<file path="src/rtl/apb_reg_pkg.sv">
// Shared definitions for the APB register bridge: FSM states, the register
// address map and the per-address access permissions.
package apb_reg_pkg;

  typedef enum logic [2:0] {
    IDLE    = 3'd0,
    WR_ACC  = 3'd1,
    RD_WAIT = 3'd2,
    RD_ACC  = 3'd3,
    ERR_ACC = 3'd4
  } state_e;

  localparam int REG_A_ADDR = 5;
  localparam int REG_B_ADDR = 10;
  localparam int REG_C_ADDR = 15;
  localparam int REG_D_ADDR = 20;

  typedef enum logic [1:0] {
    PERM_NONE = 2'd0,
    PERM_RW   = 2'd1,
    PERM_WO   = 2'd2,
    PERM_RO   = 2'd3
  } perm_e;

  // Unmapped addresses get PERM_NONE, which no access direction satisfies.
  function automatic logic perm_allows(input perm_e perm, input logic write);
    logic ok;
    ok = 1'b0;
    case (perm)
      PERM_RW: ok = 1'b1;
      PERM_WO: ok = write;
      PERM_RO: ok = !write;
      default: ok = 1'b0;
    endcase
    return ok;
  endfunction

endpackage

</file>
<file path="src/rtl/apb_addr_decode.sv">
// Combinational address/permission check for the four-entry register map.
// Kept standalone so other APB slaves can share the same map.
module apb_addr_decode
  import apb_reg_pkg::*;
#(
  parameter int ADDR_W = 32
) (
  input  logic [ADDR_W-1:0] PADDR,
  input  logic              PWRITE,
  output logic              legal
);

  localparam logic [ADDR_W-1:0] ADDR_A = ADDR_W'(REG_A_ADDR);
  localparam logic [ADDR_W-1:0] ADDR_B = ADDR_W'(REG_B_ADDR);
  localparam logic [ADDR_W-1:0] ADDR_C = ADDR_W'(REG_C_ADDR);
  localparam logic [ADDR_W-1:0] ADDR_D = ADDR_W'(REG_D_ADDR);

  perm_e perm;

  always_comb begin
    perm = PERM_NONE;
    if (PADDR == ADDR_A)      perm = PERM_RW;
    else if (PADDR == ADDR_B) perm = PERM_RW;
    else if (PADDR == ADDR_C) perm = PERM_WO;
    else if (PADDR == ADDR_D) perm = PERM_RO;
  end

  assign legal = perm_allows(perm, PWRITE);

endmodule

</file>
<file path="src/rtl/apb_reg_bridge.sv">
// APB3 slave front-end: turns APB transfers into single-cycle register
// strobes, flags illegal accesses with PSLVERR, and adds one read wait state.
module apb_reg_bridge
  import apb_reg_pkg::*;
#(
  parameter int ADDR_W = 32,
  parameter int DATA_W = 32
) (
  input  logic              clk,
  input  logic              rst_n,
  input  logic              PSEL,
  input  logic              PENABLE,
  input  logic              PWRITE,
  input  logic [ADDR_W-1:0] PADDR,
  input  logic [DATA_W-1:0] PWDATA,
  output logic [DATA_W-1:0] PRDATA,
  output logic              PREADY,
  output logic              PSLVERR,
  output logic              reg_wr_en,
  output logic              reg_rd_en,
  output logic [ADDR_W-1:0] reg_addr,
  output logic [DATA_W-1:0] reg_wdata,
  input  logic [DATA_W-1:0] reg_rdata
);

  // Handshake: a transfer starts with a setup cycle (PSEL=1, PENABLE=0) seen
  // in IDLE and completes in the first access cycle where PREADY=1; PSLVERR
  // and PRDATA are meaningful only in that cycle. Dropping PSEL mid-transfer
  // abandons it without completion.
  state_e state_q;
  state_e state_d;
  logic   legal;
  logic   setup;

  apb_addr_decode #(
    .ADDR_W(ADDR_W)
  ) u_addr_decode (
    .PADDR (PADDR),
    .PWRITE(PWRITE),
    .legal (legal)
  );

  assign setup = PSEL && !PENABLE;

  always_ff @(posedge clk) begin
    if (!rst_n) begin
      state_q   <= IDLE;
      reg_addr  <= '0;
      reg_wdata <= '0;
    end else begin
      state_q <= state_d;
      if (state_q == IDLE && setup) begin
        reg_addr  <= PADDR;
        reg_wdata <= PWDATA;
      end
    end
  end

  always_comb begin
    state_d = state_q;
    case (state_q)
      IDLE: begin
        if (setup) begin
          if (!legal)      state_d = ERR_ACC;
          else if (PWRITE) state_d = WR_ACC;
          else             state_d = RD_WAIT;
        end
      end
      RD_WAIT: state_d = PSEL ? RD_ACC : IDLE;
      WR_ACC:  state_d = IDLE;
      RD_ACC:  state_d = IDLE;
      ERR_ACC: state_d = IDLE;
      default: state_d = IDLE;
    endcase
  end

  // Strobes live in the first cycle after setup, so each fires exactly once.
  always_comb begin
    reg_wr_en = 1'b0;
    reg_rd_en = 1'b0;
    PREADY    = 1'b0;
    PSLVERR   = 1'b0;
    PRDATA    = '0;
    case (state_q)
      WR_ACC: begin
        reg_wr_en = 1'b1;
        PREADY    = 1'b1;
      end
      RD_WAIT: reg_rd_en = 1'b1;
      RD_ACC: begin
        PREADY = 1'b1;
        PRDATA = reg_rdata;
      end
      ERR_ACC: begin
        PREADY  = 1'b1;
        PSLVERR = 1'b1;
      end
      default: ;
    endcase
  end

endmodule

</file>
<file path="config.mk">
export PLATFORM = sky130hd
export DESIGN_NAME = apb_reg_bridge
export DESIGN_NICKNAME = d
export VERILOG_FILES = /design/src/rtl/apb_reg_pkg.sv /design/src/rtl/apb_addr_decode.sv /design/src/rtl/apb_reg_bridge.sv
export SDC_FILE = /design/constraint.sdc
export NUM_CORES = 1
export LEC_CHECK = 0
export CORE_MARGIN = 2
export CORE_UTILIZATION = 30
export DETAILED_ROUTE_END_ITERATION = 12
export DONT_BUFFER_PORTS = 1
export HOLD_SLACK_MARGIN = 0.15
export PLACE_DENSITY_LB_ADDON = 0.1
export SYNTH_ARGS = -nofsm -noshare
export SYNTH_HDL_FRONTEND = slang
export SYNTH_SLANG_ARGS = --single-unit
</file>
<file path="constraint.sdc">
create_clock -name clk -period 2.8 [get_ports clk]
set_input_delay 0.28 -clock clk [delete_from_list [all_inputs] [get_ports clk]]
set_output_delay 0.28 -clock clk [all_outputs]
set_load 0.02 [all_outputs]
</file>
==> results of run 1 <==
## cells by family after synthesis
family	share of synthesized area, %
and+or+nand+nor	30.0
AOI/OAI and AO/OA	18.5
DFF	46.8
buffers and inverters	4.67
## cell usage after synthesis, types with 2 or more instances
library cell,number
nor4_1,6
and2_1,32
nand3_1,3
nor4_2,2
buf_2,2
inv_1,2
and3_1,2
clkbuf_1,16
nand2_1,132
a21boi_0,2
nor2_1,5
nor3_1,2
a21boi_1,62
buf_6,5
dfxtp_1,67
## stage by stage
step	util [%]	instance area [sq um]	cells	setup WS (ns)
2_1_floorplan	-	2870	350	1.40
3_3_place_gp	31.8	2930	460	1.12
3_5_place_dp	31.8	2930	460	1.07
==> impl_metrics.tcl, run 1 <==
set metrics [dict create \
    cts_hold_buf 102 \
    pin_count 201 \
    port_buffers 0 \
    syn_area_sq_um 2870 \
    die_h_microns 102 \
    cts_resized 0 \
    htreeDepth 3 \
    syn_inst 350 \
    error "[ERROR RSZ-0060] Max buffer count reached." \
    postCtsSetupRepairBufs 0 \
    dp_hpwl_microns 5760 \
    synth.largest_area_cell "dfxtp_1" \
    synth-seq-cells 67 \
    syn-num-nets 451 \
    rows 35 \
    synth_top_cell_area_share_pct 46.8 \
    clock_path_buffers 2 \
    ys_types 25 \
    dieWidth_microns 102 \
    synthFlopType "dfxtp_1" \
    gp_congestion 0.703 \
    status "stopped before the end" \
    clock-root-buffer "clkbuf_8" \
    cts_num_sinks 67 \
    ys_top_cells_by_area "dfxtp_1, nand2_1, a21boi_1" \
    cts_buffers 9 \
    yosys_warnings 0 \
    start_util_pct 31.0 \
    async_flop_share_pct 0 \
    haltStage "clock tree synthesis" \
    seq_area_frac_synth_pct 46.8 \
    synth-edff-count 0 \
    syn_avg_cell_area_sq_um 8.19 \
]
==> run 2: changes to the inputs <==
--- a/config.mk
+++ b/config.mk
@@ -6,11 +6,10 @@
 export NUM_CORES = 1
 export LEC_CHECK = 0
 export CORE_MARGIN = 2
-export CORE_UTILIZATION = 30
+export CORE_UTILIZATION = 20
 export DETAILED_ROUTE_END_ITERATION = 12
 export DONT_BUFFER_PORTS = 1
-export HOLD_SLACK_MARGIN = 0.15
-export PLACE_DENSITY_LB_ADDON = 0.1
+export PLACE_DENSITY_LB_ADDON = 0.15
 export SYNTH_ARGS = -nofsm -noshare
 export SYNTH_HDL_FRONTEND = slang
 export SYNTH_SLANG_ARGS = --single-unit
==> run 2 against run 1 <==
  * The run now ends clean
  * Synthesized cell count unchanged
  * Synthesized area did not move
==> impl_metrics.tcl, run 2 <==
set metrics [dict create \
    status "finished clean" \
    port_buffers 0 \
    drc_errors 0 \
    rrSetupSlack_ns 1.04 \
    ys_top_cells_by_area "dfxtp_1, nand2_1, a21boi_1" \
    cts.clk_slew.worst_paths_ns 0.05 \
    wirelength_microns 8480 \
    grt_pass1_wl_microns 12000 \
    clock-root-buffer "clkbuf_16" \
    syn_inst 350 \
    area_growth_syn_to_layout_pct 13.5 \
    max_freq_ghz 0.559 \
    start_util_pct 20.6 \
    power.switching_uw 533 \
    synth_top_cell_area_share_pct 46.8 \
    synthFlopType "dfxtp_1" \
    seq_area_frac_synth_pct 46.8 \
    dr.pass1.iters 4 \
    clock_latency_ns 0.33 \
    final_area_sq_um 3260 \
    syn_avg_cell_area_sq_um 8.19 \
    p_comb_share_pct 5.4 \
    startpoint_type "flip-flop" \
    timing_worst_setup_path_type "flip-flop to output pin" \
    cp.required_ns 2.52 \
    dp_hpwl_microns 6220 \
    setup_viol 0 \
    grtUsageTotal_pct 10.8 \
    overflow 0 \
    dieWidth_microns 124 \
    cts_buffers 9 \
    first_iter_violations 57 \
    syn-num-nets 451 \
    r2r-end "reg_addr[17]" \
    tns_ns 0 \
    p_sw_share_pct 24.7 \
    crit_path_end_kind "output pin" \
    vias 2289 \
    drive_gt1_share_pct 6.40 \
    cts_tree "yes" \
    cts_num_sinks 67 \
    r2r-start "state_q[1]" \
    powerDensity_nw_per_um2 663 \
    arrival_ns 1.51 \
    n_antenna_cell 0 \
    yosys_warnings 0 \
    grt_max_degree 68 \
    viasPerCell 4.37 \
    wl_per_cell_microns 16.2 \
    worstRegToRegCells 5 \
    top_regs "reg_addr: 32 flops, reg_wdata: 32 flops, state_q: 3 flops" \
    power_mw 2.16 \
    synth-edff-count 0 \
    async_flop_share_pct 0 \
    leakage_nw 1.18 \
    rsz0062_at_grt "no" \
    die_area_sq_um 15300 \
    postCtsSetupRepairBufs 0 \
    synth-seq-cells 67 \
    fin_crit_ns 1.79 \
    final_cell_mix "nand2_1, dfxtp_1, a21boi_1" \
    finalCritPeriodShare_pct 63.9 \
    antenna_left 0 \
    maxCapViolCount 0 \
    crit_start "state_q[2]" \
    ys_types 25 \
    placed_area_sq_um 3020 \
    hp-class "input port to flip-flop" \
    htreeDepth 3 \
    clock_path_buffers 2 \
    syn_area_sq_um 2870 \
    slew_headroom_pct 40.4 \
    die_h_microns 124 \
    gp_congestion 0.630 \
    rows 43 \
    ys_top_cells_by_count "nand2_1, dfxtp_1, a21boi_1, and2_1, clkbuf_1" \
    cts_resized 0 \
    cts_hold_buf 0 \
    power.internal_mw 1.63 \
    crit_fanout 32 \
    tightestPinTransition_ns 0.887 \
    core_area_sq_um 13900 \
    fin_nets 444 \
    grt_antenna_before_repair 0 \
    synth.largest_area_cell "dfxtp_1" \
    seq_power_share_pct 50.0 \
    layout_commonest_cell "nand2_1" \
    finalClockSkew_ns 0.00267 \
    p_clk_share_pct 44.6 \
    grt_pass1_vias 2148 \
    pin_count 201 \
    drv_slew 0 \
    critPathCapture "PRDATA[28]" \
    hold_violations 0 \
    ir_worst_vdd_mv 0.284 \
    yosysMostFrequentCell "nand2_1" \
]
## run 2: power groups by stage
stage | clock network, mW | registers, mW | logic, mW
floorplan | 0 | 1.09 | 0.111
CTS | 1.02 | 1.08 | 0.121
global placement | 0 | 1.10 | 0.118
detailed placement | 0 | 1.10 | 0.121
finish | 0.963 | 1.08 | 0.117
global route | 1.06 | 1.08 | 0.135
## run 2: layout make-up
| class | instances | area [sq um] |
|---|---|---|
| repair buffers | 5 | 50.0 |
| well taps | 180 | 225 |
| flip-flops and latches | 67 | 1340 |
| inverters | 2 | 7.51 |
| fillers | 1530 | 10700 |
| clock inverters | 1 | 5.00 |
| clock buffers | 11 | 233 |
| multi-input cells | 258 | 1390 |
## run 2: cells by family after synthesis
family | after synthesis | synth area share [%]
flip-flops | 67 | 46.8
buffers and inverters | 25 | 4.67
AND/OR/NAND/NOR | 189 | 30.0
AO/OA/AOI/OAI | 69 | 18.5
## run 2: worst max-delay path, stage by stage, from the launching register on
cell      delay, ns
dfxtp_1        0.32
nand2b_1       0.18
nor2_1         0.11
buf_4          0.25
and2_1         0.31
## run 2: how the worst min path moves through the flow
stage	slack [ns]	to	cells after the start	start
global placement	0.38	state_q[1]	1	PWRITE
finish	0.04	state_q[1]	1	PWRITE
floorplan	0.38	state_q[1]	1	PWRITE
CTS	0.02	state_q[1]	1	PWRITE
detailed placement	0.39	state_q[1]	1	PWRITE
global route	0.01	state_q[1]	1	PWRITE
## run 2: metal layers
metal | share of wire [%] | global-route usage [%] | vias up
met3 | 12 | 6.59 | 10
met5 | 0 | 0 | -
met4 | 1.2 | 4.12 | 0
met1 | 42 | 12.6 | 1059
met2 | 45 | 15.9 | 94
li1 | - | - | 1126
## run 2: metrics by stage
stage | std cells | utilization, % | hold WS (ns) | setup slack, ns
5_1_grt | 524 | 23.4 | 0.00972 | 0.832
4_1_cts | 524 | 23.4 | 0.0160 | 0.973
3_3_place_gp | 512 | 21.7 | 0.383 | 1.01
3_5_place_dp | 512 | 21.7 | 0.386 | 0.992
6_report | 524 | 23.4 | 0.0411 | 1.01
2_1_floorplan | 350 | - | 0.379 | 1.40
(Power assumes the default switching activity.)
==> run 3: changes to the inputs <==
==> constraint.sdc (replaced) <==
create_clock -name clk -period 1.6 [get_ports clk]
set_input_delay 0.16 -clock clk [delete_from_list [all_inputs] [get_ports clk]]
set_output_delay 0.16 -clock clk [all_outputs]
set_load 0.02 [all_outputs]
==> run 3 against run 2 <==
  * Total power increased by 96%
  * Routed wire length increased by 13%
  * Global-route usage increased by 0.81 points
  * Clock skew increased by 0.0011 ns
  * Combinational power increased to 3.2 times the previous value
  * Clock-buffer cell count unchanged
  * Core utilization increased by 6.9 points
  * Via count increased by 12%
  * Non-clock buffer count increased by 76
  * Sequential share of layout area decreased by 9.3 points
==> impl_metrics.tcl, run 3 (synthesis gave the netlist of run 2 again) <==
set metrics [dict create \
    status "finished clean" \
    cts_num_sinks 67 \
    tightestPinTransition_ns 0.535 \
    cts_tree "yes" \
    die_area_sq_um 15300 \
    cts.clk_slew.worst_paths_ns 0.05 \
    antenna_left 0 \
    placed_area_sq_um 3070 \
    clock_latency_ns 0.33 \
    powerDensity_nw_per_um2 1000 \
    timing_worst_setup_path_type "flip-flop to output pin" \
    fin_nets 520 \
    grt_antenna_before_repair 0 \
    first_iter_violations 71 \
    layout_commonest_cell "nand2_1" \
    grtUsageTotal_pct 11.6 \
    n_antenna_cell 0 \
    final_area_sq_um 4220 \
    grt_pass1_vias 2543 \
    wirelength_microns 9550 \
    area_growth_syn_to_layout_pct 47.1 \
    start_util_pct 20.6 \
    cp.required_ns 1.44 \
    drv_slew 0 \
    hold_violations 0 \
    setup_viol 0 \
    crit_path_end_kind "output pin" \
    maxCapViolCount 0 \
    grt_max_degree 67 \
    clock-root-buffer "clkbuf_16" \
    vias 2569 \
    rows 43 \
    wl_per_cell_microns 15.8 \
    dieWidth_microns 124 \
    cts_buffers 9 \
    finalClockSkew_ns 0.00378 \
    setup_slack_ns 0.0526 \
    drive_gt1_share_pct 17.5 \
    leakage_nw 1.60 \
    max_freq_ghz 0.646 \
    crit_fanout 8 \
    clock_path_buffers 2 \
    viasPerCell 4.25 \
    finalCritPeriodShare_pct 96.7 \
    gp_congestion 0.669 \
    fin_crit_ns 1.55 \
    hp-class "input port to flip-flop" \
    startpoint_type "flip-flop" \
    htreeDepth 3 \
    arrival_ns 1.39 \
    dp_hpwl_microns 6450 \
    drc_errors 0 \
    tns_ns 0 \
    overflow 0 \
    slew_headroom_pct 64.0 \
    top_regs "reg_addr: 32 flops, reg_wdata: 32 flops, state_q: 3 flops" \
    pin_count 201 \
    place_ws_ns 0.137 \
    die_h_microns 124 \
    rsz0062_at_grt "no" \
    grt_pass1_wl_microns 13200 \
    port_buffers 0 \
    final_cell_mix "nand2_1, dlygate4sd3_1, dfxtp_1" \
    dr.pass1.iters 4 \
    core_area_sq_um 13900 \
    ir_worst_vdd_mv 0.405 \
]
==> run 3: cell types whose count changed in the layout (fill, tap and decap cells not counted), sizes merged <==
cell,delta
buf,+9
clkinv,+2
dlygate4sd3,+65
clkbuf,+2
clkinvlp,+1
bufinv,+1
==> run 3: final cells by class <==
class                   count  area [sq um]
repair buffers             81           867
clock buffers              11           243
fillers                  1497          9720
clock inverters             5          52.6
inverters                   2          7.51
multi-input cells         258          1480
flip-flops and latches     67          1340
well taps                 180           225
==> run 3: metal layers <==
layer	vias up	track usage (%)	share of wire, %
met1	1185	13.9	43
li1	1279	-	-
met3	11	4.72	9.5
met4	0	5.75	1.6
met2	94	17.9	46
met5	-	0	0
==> run 3: what timing repair did <==
item / in CTS / in global routing
hold buffers: 66 / 0
cloned: 0 / 3
hold endpoints to repair: 66 / 0
setup buffers: 0 / 2
pin swaps: 0 / 3
resized for setup: 33 / 29
endpoints found under the setup margin: 32 / 32
==> run 3: path summary, 6_finish.rpt <==
check	from	endpoint	slack [ns]	depth (start not counted)
max	state_q[2]	PRDATA[11]	0.05	5
min	PSEL	state_q[1]	0.04	2
min reg2reg	reg_wdata[25]	reg_wdata[25]	0.55	2
max reg2reg	state_q[1]	reg_addr[26]	0.31	5
==> run 3: worst max-delay path, cell delays in order (launching register included) <==
cell and delay (ns):
dfxtp_2 0.33, nand2b_4 0.15, nor2_4 0.12, buf_12 0.13
clkbuf_16 0.14, and2_4 0.18
==> run 3: metrics by stage <==
| stage | total power, mW | hold slack, ns | instances | util, % |
|---|---|---|---|---|
| final | 4.23 | 0.0381 | 604 | 30.3 |
| after global routing | 4.44 | 0.0323 | 604 | 30.3 |
| after floorplan | 2.10 | 0.259 | 350 | - |
| after global placement | 2.14 | 0.263 | 517 | 22.0 |
| after CTS | 4.32 | 0.0159 | 599 | 29.3 |
| after detailed placement | 2.15 | 0.266 | 517 | 22.0 |
==> run 3: power breakdown <==
group	internal, mW	leakage, nW	switching (mW)
logic	0.207	0.910	0.164
registers	1.75	0.548	0.145
clock network	1.24	0.145	0.727
==> run 4: changes to the inputs <==
==> constraint.sdc (replaced) <==
create_clock -name clk -period 1.53 [get_ports clk]
set_input_delay 0.153 -clock clk [delete_from_list [all_inputs] [get_ports clk]]
set_output_delay 0.153 -clock clk [all_outputs]
set_load 0.02 [all_outputs]
==> run 4 against run 3 <==
  * Register-to-register slack worse by 0.16 ns
  * Flip-flop and latch count unchanged
  * Sequential share of layout area shrank 0.15 points
  * Largest power group unchanged
  * Clock-buffer cell count is the same
==> impl_metrics.tcl, run 4 (synthesis gave the netlist of run 2 again) <==
set metrics [dict create \
    top_regs "reg_addr: 32 flops, reg_wdata: 32 flops, state_q: 3 flops" \
    grtUsageTotal_pct 11.9 \
    timing_worst_setup_path_type "flip-flop to output pin" \
    clock_path_buffers 2 \
    start_util_pct 20.6 \
    dr.pass1.iters 4 \
    hold_ws_ns 0.0613 \
    arrival_ns 1.35 \
    r2r-start "state_q[2]" \
    fin_nets 521 \
    worstRegToRegCells 6 \
    grt_pass1_vias 2648 \
    rrSetupSlack_ns 0.15 \
    grt_pass1_wl_microns 13500 \
    ir_worst_vdd_mv 0.576 \
    fin_crit_ns 1.50 \
    drc_errors 0 \
    drive_gt1_share_pct 17.5 \
    r2r-end "reg_wdata[28]" \
    die_area_sq_um 15300 \
    cts_num_sinks 67 \
    htreeDepth 3 \
    cp.required_ns 1.38 \
    crit_path_end_kind "output pin" \
    port_buffers 0 \
    wl_per_cell_microns 15.5 \
    slew_headroom_pct 68.8 \
    rows 43 \
    max_freq_ghz 0.666 \
    overflow 0 \
    dieWidth_microns 124 \
    viasPerCell 4.28 \
    whs_endpoint "state_q[1]" \
    maxCapViolCount 0 \
    dp_hpwl_microns 6290 \
    status "finished clean" \
    first_iter_violations 88 \
    final_cell_mix "nand2_1, dlygate4sd3_1, dfxtp_1" \
    hold_depth 3 \
    core_area_sq_um 13900 \
    cts_tree "yes" \
    wirelength_microns 9360 \
    drv_slew 0 \
    area_growth_syn_to_layout_pct 47.9 \
    final_area_sq_um 4240 \
    cts_buffers 9 \
    power_mw 4.42 \
    antenna_left 0 \
    pin_count 201 \
    rsz0062_at_grt "yes" \
    tns_ns 0 \
    hold_violations 0 \
    grt_max_degree 68 \
    finalClockSkew_ns 0.00483 \
    cts.clk_slew.worst_paths_ns 0.05 \
    n_antenna_cell 0 \
    hp-class "input port to flip-flop" \
    clock_latency_ns 0.34 \
    leakage_nw 1.61 \
    finalCritPeriodShare_pct 98.1 \
    powerDensity_nw_per_um2 1040 \
    gp_congestion 0.702 \
    clock-root-buffer "clkbuf_16" \
    tightestPinTransition_ns 0.463 \
    startpoint_type "flip-flop" \
    min_from "PADDR[22]" \
    die_h_microns 124 \
    placed_area_sq_um 3070 \
    setup_viol 0 \
    vias 2587 \
    finalNonFillerCells 604 \
    crit_fanout 8 \
    dp_cells 517 \
    layout_commonest_cell "nand2_1" \
    grt_antenna_before_repair 0 \
]
## run 4: cell count changes in the layout (fill, tap and decap cells not counted), moves of 2 or more
cell       delta
and2_2        -8
buf_16        +2
and2_4        +8
buf_6         +2
clkbuf_16     -2
clkinv_2      -2
## run 4: area by class of cell
type                            count  area [sq um]
Tap cell                          180           225
Multi-Input combinational cell    258          1490
Clock inverter                      4          51.3
Fill cell                        1487          9690
Sequential cell                    67          1350
Inverter                            2          7.51
Timing Repair Buffer               82           877
Clock buffer                       11           243
## run 4: power breakdown
group	switching, mW	leakage (nW)	internal, mW
Combinational	0.175	0.918	0.222
Clock	0.750	0.142	1.30
Sequential	0.150	0.548	1.83
## run 4: how the worst max path moves through the flow
stage / from / end / slack, ns / depth (start not counted)
after floorplan: state_q[1] / state_q[0] / 0.25 / 4
after global placement: PADDR[31] / state_q[1] / 0.22 / 4
after detailed placement: PADDR[31] / state_q[1] / 0.11 / 4
after CTS: state_q[2] / PRDATA[25] / -0.02 / 5
after global routing: state_q[2] / PRDATA[11] / -0.05 / 5
final: state_q[2] / PRDATA[11] / 0.03 / 5
## run 4: what timing repair did
item,4_1_cts,5_1_grt
setup buffers,4,0
hold buffers,67,0
gates resized for setup,58,18
endpoints found under the hold margin,66,0
pin swaps,1,14
setup endpoints to repair,32,44
cloned,2,0
## run 4: through the flow
stage                     setup WS, ns  utilization, %
after global placement           0.217            22.0
after detailed placement         0.108            22.0
after CTS                      -0.0206            30.4
final                           0.0293            30.4
after floorplan                  0.252               -
after global routing           -0.0475            30.4
## run 4: metal layers
metal	GRT usage [%]	vias to the layer above	share of wire, %
met5	0	-	0
met4	5.68	0	2.1
met3	5.40	15	10
met2	18.6	103	47
met1	13.9	1186	41
li1	-	1283	-
## run 4: critical path, stage by stage, from the launching register on
cell and delay (ns):
dfxtp_2 0.32, nand2b_4 0.14, nor2_4 0.12, buf_12 0.13, buf_16 0.11, and2_4 0.18
